### src/rtl/mips_hazard_pkg.sv
// Shared types and constants for the MIPS 5-stage hazard controller.
// Shadow entries store register numbers at REG_AW_MAX bits so one struct serves any REG_AW up to that width.
package mips_hazard_pkg;

   localparam int unsigned REG_AW_DEF = 5;
   localparam int unsigned REG_AW_MAX = 8;

   localparam logic [1:0] FWD_RF  = 2'b00;
   localparam logic [1:0] FWD_MEM = 2'b10;
   localparam logic [1:0] FWD_WB  = 2'b01;

   typedef logic [REG_AW_MAX-1:0] reg_t;

   typedef struct packed {
      logic v;
      reg_t dst;
      logic rw;
      logic mr;
      reg_t rs;
      reg_t rt;
   } ex_entry_t;

   typedef struct packed {
      logic v;
      reg_t dst;
      logic rw;
   } pipe_entry_t;

endpackage

### src/rtl/hazard_match.sv
// Compares one in-flight producer against one register number.
module hazard_match
   import mips_hazard_pkg::*;
#(
   parameter int unsigned ZERO_HARD = 1
) (
   input  logic v,
   input  logic rw,
   input  reg_t dst,
   input  reg_t r,
   output logic match
);

   assign match = v && rw && (dst == r) && ((ZERO_HARD == 0) || (r != '0));

endmodule

### src/rtl/mips_hazard_unit.sv
// Hazard controller for the 5-stage MIPS pipeline: shadow scoreboard of EX/MEM/WB
// destinations, EX operand forwarding selects, load-use/interlock stall and branch flush.
module mips_hazard_unit
   import mips_hazard_pkg::*;
#(
   parameter int unsigned REG_AW    = REG_AW_DEF,
   parameter int unsigned FWD_EN    = 1,
   parameter int unsigned ZERO_HARD = 1,
   parameter int unsigned CNT_W     = 16
) (
   input  logic              clk,
   input  logic              rst,
   input  logic              id_valid,
   input  logic [REG_AW-1:0] id_rs,
   input  logic [REG_AW-1:0] id_rt,
   input  logic              id_uses_rt,
   input  logic [REG_AW-1:0] id_dst,
   input  logic              id_reg_write,
   input  logic              id_mem_read,
   input  logic              mem_branch_taken,
   output logic              stall,
   output logic              bubble,
   output logic              flush_if_id,
   output logic              flush_id_ex,
   output logic              flush_ex_mem,
   output logic [1:0]        fwd_a,
   output logic [1:0]        fwd_b,
   output logic [CNT_W-1:0]  stall_count
);

   ex_entry_t   ex_q;
   pipe_entry_t mem_q;
   pipe_entry_t wb_q;

   reg_t rs_w;
   reg_t rt_w;
   reg_t dst_w;

   logic haz_rs;
   logic haz_rt;
   logic raw_stall;

   always_comb begin
      rs_w  = '0;
      rt_w  = '0;
      dst_w = '0;
      rs_w[REG_AW-1:0]  = id_rs;
      rt_w[REG_AW-1:0]  = id_rt;
      dst_w[REG_AW-1:0] = id_dst;
   end

   if (FWD_EN != 0) begin : g_fwd
      logic m_mem_a, m_mem_b, m_wb_a, m_wb_b, m_ex_rs, m_ex_rt;

      hazard_match #(.ZERO_HARD(ZERO_HARD)) u_mem_a (.v(mem_q.v), .rw(mem_q.rw), .dst(mem_q.dst), .r(ex_q.rs), .match(m_mem_a));
      hazard_match #(.ZERO_HARD(ZERO_HARD)) u_mem_b (.v(mem_q.v), .rw(mem_q.rw), .dst(mem_q.dst), .r(ex_q.rt), .match(m_mem_b));
      hazard_match #(.ZERO_HARD(ZERO_HARD)) u_wb_a  (.v(wb_q.v),  .rw(wb_q.rw),  .dst(wb_q.dst),  .r(ex_q.rs), .match(m_wb_a));
      hazard_match #(.ZERO_HARD(ZERO_HARD)) u_wb_b  (.v(wb_q.v),  .rw(wb_q.rw),  .dst(wb_q.dst),  .r(ex_q.rt), .match(m_wb_b));
      hazard_match #(.ZERO_HARD(ZERO_HARD)) u_ex_rs (.v(ex_q.v),  .rw(ex_q.rw),  .dst(ex_q.dst),  .r(rs_w),    .match(m_ex_rs));
      hazard_match #(.ZERO_HARD(ZERO_HARD)) u_ex_rt (.v(ex_q.v),  .rw(ex_q.rw),  .dst(ex_q.dst),  .r(rt_w),    .match(m_ex_rt));

      // MEM holds the younger producer, so it wins over WB
      assign fwd_a  = m_mem_a ? FWD_MEM : (m_wb_a ? FWD_WB : FWD_RF);
      assign fwd_b  = m_mem_b ? FWD_MEM : (m_wb_b ? FWD_WB : FWD_RF);
      assign haz_rs = m_ex_rs && ex_q.mr;
      assign haz_rt = m_ex_rt && ex_q.mr;
   end else begin : g_ilk
      logic m_ex_rs, m_ex_rt, m_mem_rs, m_mem_rt, m_wb_rs, m_wb_rt;

      hazard_match #(.ZERO_HARD(ZERO_HARD)) u_ex_rs  (.v(ex_q.v),  .rw(ex_q.rw),  .dst(ex_q.dst),  .r(rs_w), .match(m_ex_rs));
      hazard_match #(.ZERO_HARD(ZERO_HARD)) u_ex_rt  (.v(ex_q.v),  .rw(ex_q.rw),  .dst(ex_q.dst),  .r(rt_w), .match(m_ex_rt));
      hazard_match #(.ZERO_HARD(ZERO_HARD)) u_mem_rs (.v(mem_q.v), .rw(mem_q.rw), .dst(mem_q.dst), .r(rs_w), .match(m_mem_rs));
      hazard_match #(.ZERO_HARD(ZERO_HARD)) u_mem_rt (.v(mem_q.v), .rw(mem_q.rw), .dst(mem_q.dst), .r(rt_w), .match(m_mem_rt));
      hazard_match #(.ZERO_HARD(ZERO_HARD)) u_wb_rs  (.v(wb_q.v),  .rw(wb_q.rw),  .dst(wb_q.dst),  .r(rs_w), .match(m_wb_rs));
      hazard_match #(.ZERO_HARD(ZERO_HARD)) u_wb_rt  (.v(wb_q.v),  .rw(wb_q.rw),  .dst(wb_q.dst),  .r(rt_w), .match(m_wb_rt));

      assign fwd_a  = FWD_RF;
      assign fwd_b  = FWD_RF;
      assign haz_rs = m_ex_rs || m_mem_rs || m_wb_rs;
      assign haz_rt = m_ex_rt || m_mem_rt || m_wb_rt;
   end

   assign raw_stall    = id_valid && (haz_rs || (id_uses_rt && haz_rt));
   assign stall        = raw_stall && !mem_branch_taken;
   assign bubble       = stall;
   assign flush_if_id  = mem_branch_taken;
   assign flush_id_ex  = mem_branch_taken;
   assign flush_ex_mem = mem_branch_taken;

   always_ff @(posedge clk or posedge rst) begin
      if (rst) begin
         ex_q        <= '0;
         mem_q       <= '0;
         wb_q        <= '0;
         stall_count <= '0;
      end else begin
         wb_q      <= mem_q;
         mem_q.v   <= ex_q.v && !flush_ex_mem;
         mem_q.dst <= ex_q.dst;
         mem_q.rw  <= ex_q.rw;
         ex_q.v    <= id_valid && !bubble && !flush_id_ex;
         ex_q.dst  <= dst_w;
         ex_q.rw   <= id_reg_write;
         ex_q.mr   <= id_mem_read;
         ex_q.rs   <= rs_w;
         ex_q.rt   <= rt_w;
         if (stall && (stall_count != '1))
            stall_count <= stall_count + 1'b1;
      end
   end

endmodule

### config.mk
export PLATFORM = sky130hd
export DESIGN_NAME = mips_hazard_unit
export DESIGN_NICKNAME = d
export VERILOG_FILES = /design/src/rtl/mips_hazard_pkg.sv /design/src/rtl/hazard_match.sv /design/src/rtl/mips_hazard_unit.sv
export SDC_FILE = /design/constraint.sdc
export NUM_CORES = 1
export LEC_CHECK = 0
export ABC_CLOCK_PERIOD_IN_PS = 3700
export BUFFER_PORTS_ARGS = -buffer_cell sky130_fd_sc_hd__buf_2
export CAP_MARGIN = 20
export CORE_ASPECT_RATIO = 2
export CORE_MARGIN = 5
export CORE_UTILIZATION = 50
export DETAILED_ROUTE_END_ITERATION = 10
export PLACE_DENSITY = 0.78
export SKIP_CTS_REPAIR_TIMING = 1
export SYNTH_ARGS = -nofsm -noshare
export SYNTH_HDL_FRONTEND = slang
export SYNTH_HIERARCHICAL = 1
export SYNTH_SLANG_ARGS = --single-unit
### constraint.sdc
create_clock -name clk -period 3.7 [get_ports clk]
set_input_delay 0.555 -clock clk [delete_from_list [all_inputs] [get_ports clk]]
set_output_delay 0.555 -clock clk [all_outputs]
set_load 0.01 [all_outputs]
==> qor.yml <==
outcome:
  outcome: "finished, final reports clean"
clock_tree:
  path_clk_slew_ns: 0.09
  clock_latency_ns: 0.30
  clock_sinks: 48
  clk_path_buf_depth: 2
  cts_max_level: 2
  cts_tree: "done"
  cts-buffers-inserted: 5
  cts-root-buf: "clkbuf_8"
setup_path:
  start_kind: "flop"
  r2r_start: "ex_q[21]"
  max_stage_delay_ns: 0.52
  crit_fanout: 5
  reg2reg_slack_ns: 1.35
  path_class: "flop to output pin"
  crit_path_top_delay_cell: "or4_1"
  r2r-end: "stall_count[15]"
  cp.required_ns: 3.14
  endpoint_kind: "output pin"
  crit_arrival_ns: 2.08
  r2r_cells: 7
  cp_cell_sequence: "or4_1 -> o2111ai_1 -> nor3_1 -> a21oi_1 -> nor2_1 -> buf_2"
synthesis:
  yosysUniqueCellTypes: 36
  synth_edf_count: 0
  syn_area_sq_um: 2370
  yosysTopAreaCellShare: 0.507
  yosys_most_used_dff: "dfrtp_1"
  synth_top_area_cell: "dfrtp_1"
  ys_warn_count: 6
  ys_ff_latch: 48
  synthTopCellsByArea: "dfrtp_1 (51%), xnor2_1 (20%), or4_1 (3.8%)"
  ys_seq_area_frac: 0.507
  syn_inst: 202
  yosys-top-cells-count: "xnor2_1 (54), dfrtp_1 (48), nand4_1 (12), or4_1 (12), nor3_1 (11)"
  synth.most_common_cell: "xnor2_1"
  syn_avg_cell_area_sq_um: 11.7
  synthArstFlopShare: 1.00
power_and_ir_drop:
  switching_share: 0.243
  power.switching_uw: 239
  internal_power_uw: 743
  p_leak_nw: 1.30
  power_density_nw_per_um2: 339
  combPwrFrac: 0.102
  seqPwrFrac: 0.571
  peakVddDrop_uv: 315
  pwr-share-clk: 0.327
  finalPower_uw: 982
timing:
  hold_viol: 0
  setup_slack_ns: 1.07
  finalSetupTns_ns: 0
  drv_slew: 0
  max_clock_freq_mhz: 380
  slew_headroom: 0.360
  rsz0062_at_grt: "no"
  fin_crit_sh: 0.712
  setup_violations: 0
  finClkSkew_ns: 0.00804
  max_slew.worst_pin.slew_ns: 0.958
  period_needed_ns: 2.63
  holdWs_ns: 0.355
floorplan:
  core_area_sq_um: 4600
  io_pins: 47
  fp.dieArea_sq_um: 6300
  die_x_um: 58.7
  start_util: 0.515
  fp.dieH_um: 107
  placementRows: 35
detailed_routing:
  viasPerCell: 4.93
  first_pass_iters: 4
  drt_iter0_drc: 42
  routedWlPerCell_um: 13.9
  wl_mm: 4.94
  route.detailed.drc: 0
  num_vias: 1750
  ant_nets: 0
global_route:
  grt_first_pass_wirelength_mm: 8.21
  gr-usage-all-layers: 0.174
  grt_pass1_vias: 1865
  grt_start_max_net_pins: 49
  antenna_found_initial: 0
  grt_overflow: 0
layout:
  drive_gt1_frac: 0.213
  syn2layout_area_growth_pct: 22.4
  diodes: 0
  nets: 322
  fin_cells: 355
placement:
  dp_hpwl_mm: 4.00
  dp.cells: 347
  place.gp.congestion: 0.876
  io_buffer_count: 46
  place_ws_ns: 1.10
min_path:
  hold_class: "input port to flop"
  worstHoldStart: "id_dst[2]"
  holdPathEnd: "ex_q[20]"
  min_path_cells: 1
job:
  timing.max_cap.violations: 0
-- layer usage --
metal	part of all wire	track usage	up-vias
met2	0.59	0.335	54
li1	-	-	860
met3	0.043	0.0348	21
met5	0	0	-
met1	0.32	0.156	815
met4	0.051	0.102	0
-- worst max path at each step --
stage	slack, ns	end	depth (start not counted)	start
2_1_floorplan	1.32	stall	6	id_rt[1]
3_3_place_gp	1.13	bubble	7	id_rs[1]
3_5_place_dp	1.10	bubble	7	id_rs[1]
4_1_cts	1.04	bubble	6	ex_q[21]
5_1_grt	0.89	stall	6	ex_q[21]
6_report	1.07	bubble	6	ex_q[21]
-- cell usage in the layout (no fill, tap or decap), types with 8 or more instances in the layout --
| cell type | count |
|---|---|
| buf_2 | 46 |
| conb_1 | 54 |
| dfrtp_1 | 48 |
| nand3_1 | 8 |
| nand4_1 | 12 |
| nor3_1 | 11 |
| or4_1 | 12 |
| xnor2_1 | 54 |
-- power groups by stage --
stage / combinational, mW / sequential [mW] / clock (mW)
finish: 0.0996 / 0.561 / 0.321
floorplan: 0.0738 / 0.567 / 0
detailed placement: 0.0985 / 0.572 / 0
global placement: 0.0968 / 0.571 / 0
global route: 0.113 / 0.564 / 0.353
CTS: 0.0989 / 0.561 / 0.329
-- cell families (layout without fill, tap and decap cells) --
| kind of cell | count (synthesis) | in the layout | synth area share |
|---|---|---|---|
| mux | 2 | 2 | 0.0111 |
| flops | 48 | 48 | 0.507 |
| xor+xnor | 60 | 60 | 0.222 |
| compound gates | 10 | 10 | 0.0322 |
| fa+ha+maj | 1 | 1 | 0.00528 |
| other cells | 1 | 54 | 0.00158 |
| simple gates | 68 | 68 | 0.189 |
| buf+inv | 12 | 57 | 0.0322 |
-- state kept, by name, indices dropped and copies added (netlist names) --
| name | cells |
|---|---|
| wb_q | 7 |
| ex_q | 18 |
| stall_count | 16 |
| mem_q | 7 |
-- critical path: cells and delay by family, from the launching register on --
family	cells	cell delay (ns)
AO/OA/AOI/OAI	2	0.43
buffers and inverters	1	0.16
flip-flops	1	0.45
AND/OR/NAND/NOR	3	0.75
-- final cells by class --
| type | count | area (sq um) |
|---|---|---|
| Tap cell | 55 | 68.8 |
| Timing Repair Buffer | 46 | 230 |
| Clock inverter | 2 | 15.0 |
| Multi-Input combinational cell | 195 | 1290 |
| Inverter | 3 | 11.3 |
| Sequential cell | 48 | 1200 |
| Fill cell | 407 | 1700 |
| Clock buffer | 6 | 82.6 |
-- stage by stage --
| step | utilization | cell area, sq um |
|---|---|---|
| finish | 0.630 | 2900 |
| CTS | 0.630 | 2900 |
| floorplan | - | 2570 |
| detailed placement | 0.609 | 2800 |
| global route | 0.630 | 2900 |
| global placement | 0.609 | 2800 |
Note: power is estimated with default switching activity, not from simulation.
